===== config.mk =====
export PLATFORM = sky130hd
export DESIGN_NAME = md_unit
export DESIGN_NICKNAME = d
export VERILOG_FILES = /design/src/rtl/md_unit.sv
export SDC_FILE = /design/constraint.sdc
export NUM_CORES = 1
export LEC_CHECK = 0
export CORE_MARGIN = 4
export CORE_UTILIZATION = 45
export CTS_CLUSTER_SIZE = 25
export DETAILED_ROUTE_END_ITERATION = 16
export PLACE_DENSITY = 0.78
export SYNTH_ARGS = -nofsm -noshare
export SYNTH_HDL_FRONTEND = slang
export SYNTH_SLANG_ARGS = --single-unit

===== constraint.sdc =====
create_clock -name clk -period 3.2 [get_ports clk]
set_input_delay 0.48 -clock clk [delete_from_list [all_inputs] [get_ports clk]]
set_output_delay 0.48 -clock clk [all_outputs]
set_load 0.03 [all_outputs]

===== src/rtl/md_unit.sv =====
// Iterative multiply/divide unit holding the architectural HI/LO registers.
// Radix-2 shift-add multiply and restoring divide, 32 iterations plus a sign-fix cycle.
module md_unit #(
    parameter int WIDTH = 32,
    parameter int CNT_W = 6
) (
    input  logic             clk,
    input  logic             rst,
    input  logic             start,
    input  logic [2:0]       op,
    input  logic [WIDTH-1:0] A,
    input  logic [WIDTH-1:0] B,
    input  logic             flush,
    output logic             busy,
    output logic             done,
    output logic [WIDTH-1:0] HI,
    output logic [WIDTH-1:0] LO
);

    typedef enum logic [1:0] {S_IDLE, S_MUL, S_DIV, S_FIX} state_t;

    state_t               state_q, state_d;
    logic [CNT_W-1:0]     cnt_q, cnt_d;
    logic [2*WIDTH-1:0]   acc_q, acc_d;
    logic [WIDTH-1:0]     mcand_q, mcand_d;
    logic                 is_div_q, is_div_d;
    logic                 qneg_q, qneg_d;
    logic                 rneg_q, rneg_d;
    logic [WIDTH-1:0]     hi_q, hi_d;
    logic [WIDTH-1:0]     lo_q, lo_d;
    logic                 done_q, done_d;

    logic                 a_neg, b_neg, div_zero;
    logic [WIDTH-1:0]     a_mag, b_mag, dividend;
    logic [WIDTH:0]       mul_sum, div_shift, div_trial;
    logic                 div_ok;
    logic [2*WIDTH-1:0]   prod_fix;
    logic [WIDTH-1:0]     quot_fix, rem_fix;

    always_comb begin
        a_neg     = ~op[0] & A[WIDTH-1];
        b_neg     = ~op[0] & B[WIDTH-1];
        a_mag     = a_neg ? -A : A;
        b_mag     = b_neg ? -B : B;
        div_zero  = op[1] & (B == '0);
        // Divide by zero runs the unsigned path on the raw dividend, which
        // naturally yields an all-ones quotient and the dividend as remainder.
        dividend  = div_zero ? A : a_mag;

        mul_sum   = {1'b0, acc_q[2*WIDTH-1:WIDTH]} + (acc_q[0] ? {1'b0, mcand_q} : '0);
        div_shift = {acc_q[2*WIDTH-1:WIDTH], acc_q[WIDTH-1]};
        div_trial = div_shift - {1'b0, mcand_q};
        div_ok    = ~div_trial[WIDTH];

        prod_fix  = qneg_q ? -acc_q : acc_q;
        quot_fix  = qneg_q ? -acc_q[WIDTH-1:0] : acc_q[WIDTH-1:0];
        rem_fix   = rneg_q ? -acc_q[2*WIDTH-1:WIDTH] : acc_q[2*WIDTH-1:WIDTH];
    end

    always_comb begin
        state_d  = state_q;
        cnt_d    = cnt_q;
        acc_d    = acc_q;
        mcand_d  = mcand_q;
        is_div_d = is_div_q;
        qneg_d   = qneg_q;
        rneg_d   = rneg_q;
        hi_d     = hi_q;
        lo_d     = lo_q;
        done_d   = 1'b0;

        case (state_q)
            S_IDLE: begin
                if (start && !flush) begin
                    if (!op[2]) begin
                        state_d  = op[1] ? S_DIV : S_MUL;
                        cnt_d    = '0;
                        is_div_d = op[1];
                        mcand_d  = op[1] ? b_mag : a_mag;
                        acc_d    = {{WIDTH{1'b0}}, op[1] ? dividend : b_mag};
                        qneg_d   = (a_neg ^ b_neg) & ~div_zero;
                        rneg_d   = a_neg & ~div_zero;
                    end else if (!op[1]) begin
                        if (op[0]) lo_d = A;
                        else       hi_d = A;
                    end
                end
            end
            S_MUL: begin
                acc_d = {mul_sum, acc_q[WIDTH-1:1]};
                cnt_d = cnt_q + 1'b1;
                if (cnt_q == CNT_W'(WIDTH-1)) state_d = S_FIX;
            end
            S_DIV: begin
                acc_d = div_ok ? {div_trial[WIDTH-1:0], acc_q[WIDTH-2:0], 1'b1}
                               : {div_shift[WIDTH-1:0], acc_q[WIDTH-2:0], 1'b0};
                cnt_d = cnt_q + 1'b1;
                if (cnt_q == CNT_W'(WIDTH-1)) state_d = S_FIX;
            end
            S_FIX: begin
                state_d = S_IDLE;
                done_d  = 1'b1;
                if (is_div_q) begin
                    lo_d = quot_fix;
                    hi_d = rem_fix;
                end else begin
                    hi_d = prod_fix[2*WIDTH-1:WIDTH];
                    lo_d = prod_fix[WIDTH-1:0];
                end
            end
            default: state_d = S_IDLE;
        endcase

        // A flush kills whatever is in flight, including a pending FIX write.
        if (flush && state_q != S_IDLE) begin
            state_d = S_IDLE;
            done_d  = 1'b0;
            hi_d    = hi_q;
            lo_d    = lo_q;
        end
    end

    always_ff @(posedge clk or negedge rst) begin
        if (!rst) begin
            state_q  <= S_IDLE;
            cnt_q    <= '0;
            acc_q    <= '0;
            mcand_q  <= '0;
            is_div_q <= 1'b0;
            qneg_q   <= 1'b0;
            rneg_q   <= 1'b0;
            hi_q     <= '0;
            lo_q     <= '0;
            done_q   <= 1'b0;
        end else begin
            state_q  <= state_d;
            cnt_q    <= cnt_d;
            acc_q    <= acc_d;
            mcand_q  <= mcand_d;
            is_div_q <= is_div_d;
            qneg_q   <= qneg_d;
            rneg_q   <= rneg_d;
            hi_q     <= hi_d;
            lo_q     <= lo_d;
            done_q   <= done_d;
        end
    end

    assign busy = (state_q != S_IDLE);
    assign done = done_q;
    assign HI   = hi_q;
    assign LO   = lo_q;

endmodule


==> results.toml, run 1 <==
[outcome]
status = "finished, violations left"
violations = "negative hold slack, negative setup slack"

[final_layout]
fillCellCount = 3034
area_growth_pct = 29.29
final_cell_mix = "buf_4, nand2_1, nor2_1"
nets = 2508
drive_above_1_share_pct = 17.85
layout_commonest_cell = "buf_4"

[clocking]
cts_tree = "yes"
htreeDepth = 4
path_clk_slew_ns = 0.09
clk_path_buf_depth = 2
cts_made_buffers = 17
insertion_delay_ns = 0.47
clock_sinks = 172
clockRootBuffer = "clkbuf_16"

[drt]
avgViaCountPerCell = 6.410
drtIter0Drc = 2758
drc = 0
drt_pass1_iterations = 7
wl_um = 66360
wire_per_inst_um = 23.49
num_vias = 18110
postRouteAntennaNets = 0

[synthesis]
ys.flop_type = "dfrtp_1"
yosysWarnings = 0
syn_inst = 2056
synth_seq_area_share_pct = 27.57
synth_edf_count = 0
synth_cell_types = 77
synthTopCellsByArea = "dfrtp_1, o21ai_0, xnor2_1, nand2_1, ha_1"
netlist_area_um2 = 15610
synth_top_area_share_pct = 27.57
ys_ff_latch = 172
async_reset_ff_share_pct = 100.0
avgSynthCellArea_um2 = 7.594
netlist.top_cell.by_area = "dfrtp_1"
synth_fp_nets = 2202

[global_routing]
grt_pass1_wl_um = 98730
gr-usage-all-layers_pct = 33.20
gr-total-overflow = 0
grt_pass1_vias = 16700
grt_max_degree = 86
antenna_found_initial = 7

[power]
p_switching_mw = 12.38
power_per_cell_area_nw_per_um2 = 1160
p_leak_nw = 8.822
clockPowerShare_pct = 9.4
switching_share_pct = 52.87
p_int_mw = 11.04
p_comb_share_pct = 73.1
pwr-share-seq_pct = 17.4
peakVddDrop_v = 0.0007598

[timing]
slew_violations = 0
whs_ns = -0.002769
timing.final.crit_share_pct = 103.5
finalWorstSetupSlack_ns = -0.1112
tightest_slew_ns = 0.9077
clock.fmax_mhz = 302.0
rsz0062_at_grt = "true"
fin_crit_ns = 3.311
setup_viol = 2
max_slew_margin_pct = 39.49
finalHoldViolations = 1
fin_worst_skew_ns = 0.02327

[setup_path]
cpMaxStageDelayCell = "or4_4"
cpPeakStageDelay_ns = 0.57
crit_type = "reg2reg"
cp_data_required_time_ns = 3.55
rr_startpoint = "acc_q[11]$_DFFE_PN0P_"
startpoint_type = "register"
startpoint = "acc_q[11]$_DFFE_PN0P_"
crit_arrival_ns = 3.66
endpoint_kind = "register"
crit_fanout = 5
crit_top_cell = "or4_4"
worstPathCellList = "or4_4, or4_4, or4_4, nand2b_4, o32ai_4, a31oi_1, xnor2_1, a211oi_1, a21o_1"

[job]
drv_cap = 0

[die]
fp.dieW_um = 194.3
die_area_um2 = 37740
die_y_um = 194.3
io_pins = 137
start_util_pct = 46.10
rows = 67
core_um2 = 33870

[placed_design]
gp_congestion = 1.105
io_buffer_count = 136
dp_hpwl_um = 51400
post-place-ws_ns = -0.5455

[worst_hold_path]
hp-class = "in2async"
==> metal layers <==
layer	vias to the layer above	wire length, um	GRT usage [%]
li1	8032	-	-
met1	8484	26480	46.23
met2	1312	26870	46.86
met3	270	9372	10.72
met4	10	3555	15.05
met5	-	75	0
==> area by class of cell <==
| class | count | area, um^2 | area share (%) |
|---|---|---|---|
| sequential | 172 | 4312 | 21.36 |
| timing repair buffer | 426 | 3600 | 17.83 |
| multi-input combinational | 1678 | 10850 | 53.74 |
| inverter | 67 | 251.5 | 1.246 |
| clock buffer | 17 | 425.4 | 2.107 |
| clock inverter | 15 | 183.9 | 0.9112 |
| antenna | 2 | 5.005 | 0.02479 |
| tap | 448 | 560.5 | 2.777 |
==> through the flow <==
step | TNS, ns | cell area [um^2] | instances | total power, mW | util (%)
after floorplan | 0 | 15610 | 2056 | 13.63 | -
after global placement | -2.602 | 19150 | 2780 | 19.60 | 56.54
after detailed placement | -3.850 | 19150 | 2780 | 19.91 | 56.54
after CTS | -0.06895 | 19790 | 2812 | 22.20 | 58.44
after global routing | -0.4926 | 20180 | 2823 | 24.65 | 59.59
final | -0.1191 | 20190 | 2825 | 23.42 | 59.60
==> registers in the layout, summed over array words and instances, names as in the netlist <==
signal	count
acc_q	64
HI	32
LO	32
mcand_q	32
cnt_q	6
state_q	2
done	1
is_div_q	1
qneg_q	1
rneg_q	1
==> path summary, 6_finish.rpt <==
check                                             end  slack [ns]  cells after the start
worst max-delay path               HI[21]$_DFFE_PN0P_       -0.11                      9
worst min-delay path            acc_q[15]$_DFFE_PN0P_      -0.003                      1
worst max register to register     HI[21]$_DFFE_PN0P_       -0.11                      9
worst min register to register     HI[25]$_DFFE_PN0P_        0.48                      1
max in group asynchronous       acc_q[37]$_DFFE_PN0P_        2.15                      2
min in group clk                   HI[25]$_DFFE_PN0P_        0.48                      1
==> worst max-delay path, delay by kind of cell, from the launching register on <==
family          cells  cell delay, ns
flops               1            0.39
xor+xnor            1            0.26
simple gates        4            1.78
compound gates      4            0.76
==> Yosys cell counts, types with 14 or more instances <==
cell type,count
clkbuf_1,122
a22o_1,22
o21ai_0,199
a221oi_1,30
nor4_1,19
nor2b_1,25
nor2_1,212
a211oi_1,43
o21a_1,15
nand3_1,36
and3_1,14
o31ai_1,18
dfrtp_1,172
a22oi_1,36
nand2_1,246
xnor2_1,106
a21o_1,42
inv_1,66
xor2_1,83
mux2i_1,19
ha_1,73
a21oi_1,166
or3_1,28
a31oi_1,19
or4_1,17
nand2b_1,17
o22ai_1,17
nor3_1,35
==> power by group through the flow <==
stage / Sequential (mW) / Clock, mW / Combinational (mW)
2_1_floorplan: 4.62 / 0 / 9.00
3_3_place_gp: 4.01 / 0 / 15.6
3_5_place_dp: 4.05 / 0 / 15.9
4_1_cts: 4.02 / 2.20 / 16.0
5_1_grt: 4.17 / 2.29 / 18.2
6_report: 4.08 / 2.21 / 17.1
==> what timing repair did <==
item / CTS / global route
resized for setup: 8 / 78
buffers inserted: 0 / 11
endpoints found under the setup margin: 13 / 43
cloned: 0 / 1
hold buffers: 0 / 0
pin swaps: 2 / 25
==> cells by family (layout without fill, tap and decap cells) <==
kind of cell	after synthesis	in the layout	synth area share [%]
xor+xnor	189	189	10.60
mux	29	29	1.939
simple gates	695	695	20.62
buf+inv	206	525	5.081
flops	172	172	27.57
other cells	0	2	0
fa+ha+maj	75	75	6.107
compound gates	690	690	28.08
(Power assumes the default switching activity.)
==> inputs of run 2 (changes only) <==
--- a/config.mk
+++ b/config.mk
@@ -9,7 +9,7 @@
 export CORE_UTILIZATION = 45
 export CTS_CLUSTER_SIZE = 25
 export DETAILED_ROUTE_END_ITERATION = 16
-export PLACE_DENSITY = 0.78
+export PLACE_DENSITY = 0.76
 export SYNTH_ARGS = -nofsm -noshare
 export SYNTH_HDL_FRONTEND = slang
 export SYNTH_SLANG_ARGS = --single-unit
==> constraint.sdc (replaced) <==
create_clock -name clk -period 4.2 [get_ports clk]
set_input_delay 0.63 -clock clk [delete_from_list [all_inputs] [get_ports clk]]
set_output_delay 0.63 -clock clk [all_outputs]
set_load 0.03 [all_outputs]
==> results.toml, run 2 (synthesis results as in run 1) <==
[placed_design]
post-place-ws_ns = 0.3514
io_buffer_count = 136
dp.cells = 2583
gp_congestion = 1.029
dp_hpwl_um = 48170
placed_area_um2 = 17640

[global_routing]
antenna_found_initial = 1
gr-total-overflow = 0
gr-usage-all-layers_pct = 31.67
grt_max_degree = 86
grt_pass1_vias = 15730
grt_pass1_wl_um = 94100

[setup_path]
crit_arrival_ns = 4.06
worstPathCellList = "ha_1, a221oi_1, o211ai_1, a31oi_1, o22ai_1, a2111oi_0, o211ai_1, buf_12, mux2_2, a221oi_1, nor2_1"
crit_type = "reg2reg"
cpMaxStageDelayCell = "dfrtp_1"
rr_startpoint = "acc_q[56]$_DFFE_PN0P_"
cpPeakStageDelay_ns = 0.56
cp_data_required_time_ns = 4.53
endpoint_kind = "register"
reg2reg_depth = 11
crit_fanout = 38
r2r_slack_ns = 0.48
startpoint_type = "register"
r2r_end = "acc_q[42]$_DFFE_PN0P_"

[final_layout]
regMostFlops = "acc_q"
antenna_cells = 0
final_cell_mix = "nand2_1, nor2_1, o21ai_0"
design_area_um2 = 18220
area_growth_pct = 16.72
largest_register_ffs = 64
finish.utilization_pct = 53.81
stdcell_count = 2614
nets = 2300
drive_above_1_share_pct = 7.064
layout_commonest_cell = "nand2_1"

[timing]
max_slew_margin_pct = 36.31
timing.final.crit_share_pct = 88.67
slew_violations = 0
fin_worst_skew_ns = 0.01586
tightest_slew_ns = 0.9534
fin_tns_setup_ns = 0
clock.fmax_mhz = 268.5
whs_ns = 0.2120
setup_viol = 0
finalWorstSetupSlack_ns = 0.4758
rsz0062_at_grt = "false"
fin_crit_ns = 3.724
finalHoldViolations = 0

[clocking]
cts_made_buffers = 17
clock_sinks = 172
post-cts-setup-buffer-count = 0
cts_hold_buf = 0
clockRootBuffer = "clkbuf_16"
insertion_delay_ns = 0.46
clk_path_buf_depth = 2
cts_resized = 0
htreeDepth = 4
path_clk_slew_ns = 0.08
cts_tree = "yes"

[drt]
num_vias = 16810
drt_pass1_iterations = 6
wire_per_inst_um = 23.77
postRouteAntennaNets = 0
drtIter0Drc = 2158
drc = 0
wl_um = 62130
avgViaCountPerCell = 6.429

[worst_hold_path]
hp-class = "in2async"

[power]
finalPower_mw = 16.01
p_leak_nw = 7.731
peakVddDrop_v = 0.0007435
power_per_cell_area_nw_per_um2 = 878.7

[die]
io_pins = 137
rows = 67
die_y_um = 194.3
core_um2 = 33870
fp.dieW_um = 194.3
start_util_pct = 46.10
die_area_um2 = 37740

[job]
drv_cap = 0

[outcome]
status = "completed"
[run 2: cell count changes in the layout (fill, tap and decap cells not counted), moves of 5 or more]
cell and change:
dfrtp_2 -6, a21oi_1 +8, a21oi_2 -6, a22oi_1 +6
inv_1 +6, a22oi_2 -6, inv_2 -6, buf_4 -202
dfrtp_1 +6, o21ai_0 +7, o21ai_1 -5
[run 2: power breakdown]
part           switching [mW]  leakage, nW  total, mW  internal (mW)
logic                    6.89         5.28       11.0           4.06
clock network           0.828        0.277       1.62          0.793
registers                1.01         2.18       3.44           2.43
[run 2: final cells by class]
class,instances,area [um^2]
clock buffers,17,425.4
well taps,448,560.5
multi-input cells,1678,10530
inverters,67,251.5
flip-flops and latches,172,4304
repair buffers,218,1998
clock inverters,14,152.6
fillers,3221,15650
[run 2: routing by layer]
layer / wire length, um / global-route usage, % / vias up
li1: - / - / 7621
met1: 26060 / 44.81 / 7923
met2: 25460 / 45.90 / 1078
met3: 7547 / 8.080 / 182
met4: 3043 / 13.49 / 2
met5: 13 / 0 / -
[run 2: worst max-delay path by stage]
stage,to,from,slack [ns],cells past startpoint
floorplan,acc_q[52]$_DFFE_PN0P_,acc_q[0]$_DFFE_PN0P_,1.01,13
global placement,mcand_q[28]$_DFFE_PN0P_,A[1],0.48,12
detailed placement,mcand_q[26]$_DFFE_PN0P_,A[1],0.35,12
CTS,acc_q[42]$_DFFE_PN0P_,acc_q[56]$_DFFE_PN0P_,0.56,11
global route,acc_q[42]$_DFFE_PN0P_,acc_q[56]$_DFFE_PN0P_,0.24,11
finish,acc_q[42]$_DFFE_PN0P_,acc_q[56]$_DFFE_PN0P_,0.48,11
[run 2: worst max-delay path, delay by kind of cell (launching register included)]
| kind | cells | cell delay (ns) |
|---|---|---|
| AND/OR/NAND/NOR | 1 | 0.08 |
| adder cells (fa/ha/maj) | 1 | 0.49 |
| flip-flops | 1 | 0.56 |
| buffers and inverters | 1 | 0.26 |
| AO/OA/AOI/OAI | 7 | 1.92 |
| multiplexers | 1 | 0.29 |
==> inputs of run 3 (changes only) <==
--- a/config.mk
+++ b/config.mk
@@ -5,11 +5,13 @@
 export SDC_FILE = /design/constraint.sdc
 export NUM_CORES = 1
 export LEC_CHECK = 0
+export CELL_PAD_IN_SITES_DETAIL_PLACEMENT = 1
+export CELL_PAD_IN_SITES_GLOBAL_PLACEMENT = 1
 export CORE_MARGIN = 4
-export CORE_UTILIZATION = 45
+export CORE_UTILIZATION = 44
 export CTS_CLUSTER_SIZE = 25
 export DETAILED_ROUTE_END_ITERATION = 16
-export PLACE_DENSITY = 0.76
+export PLACE_DENSITY = 0.93
 export SYNTH_ARGS = -nofsm -noshare
 export SYNTH_HDL_FRONTEND = slang
 export SYNTH_SLANG_ARGS = --single-unit
==> constraint.sdc (replaced) <==
create_clock -name clk -period 3.8 [get_ports clk]
set_input_delay 0.57 -clock clk [delete_from_list [all_inputs] [get_ports clk]]
set_output_delay 0.57 -clock clk [all_outputs]
set_load 0.03 [all_outputs]
==> results.toml, run 3 (synthesis results as in run 1) <==
[timing]
rsz0062_at_grt = "false"
tightest_slew_ns = 1.012
fin_crit_ns = 3.603
finalHoldViolations = 0
fin_tns_setup_ns = 0
fin_worst_skew_ns = 0.01579
slew_violations = 0
timing.final.crit_share_pct = 94.83
setup_viol = 0
finalWorstSetupSlack_ns = 0.1966
max_slew_margin_pct = 31.88
clock.fmax_mhz = 277.5

[job]
drv_cap = 0

[setup_path]
cpPeakStageDelay_ns = 0.47
worstPathCellList = "inv_1, ha_1, a221oi_1, o211ai_1, a31oi_1, o22ai_1, a2111oi_0, o211ai_1, buf_12, mux2_2, a221oi_1, nor2_1"
cpMaxStageDelayCell = "a2111oi_0"
crit_type = "reg2reg"
crit_buf_inv = 2
crit_fanout = 30
startpoint_type = "register"
cp_data_required_time_ns = 4.13
crit_arrival_ns = 3.94
crit_family = "compound AO/OA/AOI/OAI gates"
endpoint_kind = "register"

[worst_hold_path]
hp-class = "in2async"

[global_routing]
gr-usage-all-layers_pct = 36.28
antenna_found_initial = 2
grt_pass1_wl_um = 108500
grt_pass1_vias = 17940
gr-total-overflow = 0
grt_max_degree = 86

[drt]
num_vias = 17630
drt_pass1_iterations = 5
drc = 0
wl_um = 71860
drtIter0Drc = 1878
avgViaCountPerCell = 6.621
postRouteAntennaNets = 0
wire_per_inst_um = 27.00

[final_layout]
area_growth_pct = 19.15
stdcell_count = 2662
largest_register_ffs = 64
design_area_um2 = 18600
final_cell_mix = "nand2_1, nor2_1, o21ai_0"
nets = 2340
regMostFlops = "acc_q"
seq_area_um2 = 4304
finish.utilization_pct = 53.46
antenna_cells = 0
drive_above_1_share_pct = 8.745
layout_commonest_cell = "nand2_1"
multi_input_area_um2 = 10530
fillCellCount = 4314

[die]
fp.dieW_um = 196.4
rows = 68
core_um2 = 34800
io_pins = 137
die_area_um2 = 38560
start_util_pct = 44.87
die_y_um = 196.4

[clocking]
htreeDepth = 4
cts_made_buffers = 17
clk_path_buf_depth = 2
clock_sinks = 172
path_clk_slew_ns = 0.08
clockRootBuffer = "clkbuf_16"
cts_tree = "yes"
insertion_delay_ns = 0.46
post-cts-setup-buffer-count = 0

[placed_design]
post-place-ws_ns = 0.05087
placed_area_um2 = 17980
dp.cells = 2630
io_buffer_count = 136
dp_hpwl_um = 55490
gp_congestion = 0.9961

[power]
p_int_mw = 8.396
peakVddDrop_v = 0.0005422
power_per_cell_area_nw_per_um2 = 1004
p_switching_mw = 10.29
clockPowerShare_pct = 10.4
p_comb_share_pct = 70.0
pwr-share-seq_pct = 19.6
p_leak_nw = 7.969
switching_share_pct = 55.06

[outcome]
status = "completed"
[run 3: cell count changes in the layout (fill, tap and decap cells not counted)]
cell,delta
inv_6,+1
o21ai_0,-1
clkinvlp_4,-2
inv_8,-1
bufinv_16,+2
clkbuf_1,+1
buf_4,+38
buf_12,+2
o21ai_1,+1
[run 3: final cells by class]
| type | instances | area share [%] |
|---|---|---|
| flip-flops and latches | 172 | 23.14 |
| inverters | 67 | 1.352 |
| repair buffers | 258 | 12.49 |
| multi-input cells | 1678 | 56.60 |
| clock buffers | 18 | 2.307 |
| clock inverters | 14 | 1.049 |
| well taps | 455 | 3.060 |
[run 3: power groups by stage]
stage	Combinational [mW]	Clock [mW]	Sequential, mW
2_1_floorplan	7.58	0	3.89
3_3_place_gp	12.1	0	3.57
3_5_place_dp	12.6	0	3.64
4_1_cts	12.7	1.94	3.61
5_1_grt	13.9	2.01	3.73
6_report	13.1	1.94	3.66
[run 3: stage by stage]
| stage | power [mW] | hold WS [ns] |
|---|---|---|
| 2_1_floorplan | 11.48 | 0.2744 |
| 3_3_place_gp | 15.69 | 0.4590 |
| 3_5_place_dp | 16.24 | 0.4668 |
| 4_1_cts | 18.29 | 0.1510 |
| 5_1_grt | 19.68 | 0.1773 |
| 6_report | 18.68 | 0.1072 |
[run 3: worst paths after layout]
check                           cells after the start                endpoint                     from  slack [ns]
worst max-delay path                               12   acc_q[42]$_DFFE_PN0P_  mcand_q[25]$_DFFE_PN0P_        0.20
worst min-delay path                                1   acc_q[15]$_DFFE_PN0P_                      rst        0.11
worst max register to register                     12   acc_q[42]$_DFFE_PN0P_  mcand_q[25]$_DFFE_PN0P_        0.20
worst min register to register                      1  mcand_q[5]$_DFFE_PN0P_   mcand_q[5]$_DFFE_PN0P_        0.48
max in group asynchronous                           2   acc_q[36]$_DFFE_PN0P_                      rst        2.75
min in group clk                                    1  mcand_q[5]$_DFFE_PN0P_   mcand_q[5]$_DFFE_PN0P_        0.48
[run 3: timing repair]
| action | in CTS | in global routing |
|---|---|---|
| hold buffers | 0 | 0 |
| resized for setup | 0 | 1 |
| setup endpoints to repair | 0 | 2 |
[run 3: per-layer routing]
layer	track usage (%)	wire length, um	up-vias
li1	-	-	7689
met1	47.99	29010	8796
met2	55.54	31500	938
met3	9.282	7561	200
met4	17.58	3775	2
met5	0	17	-
[run 3: worst reg2reg max path, delay by kind of cell (launching register included)]
kind / cells / cell delay, ns
AO/OA/AOI/OAI: 7 / 1.86
buffers and inverters: 2 / 0.45
adder cells (fa/ha/maj): 1 / 0.38
flip-flops: 1 / 0.37
multiplexers: 1 / 0.32
AND/OR/NAND/NOR: 1 / 0.09
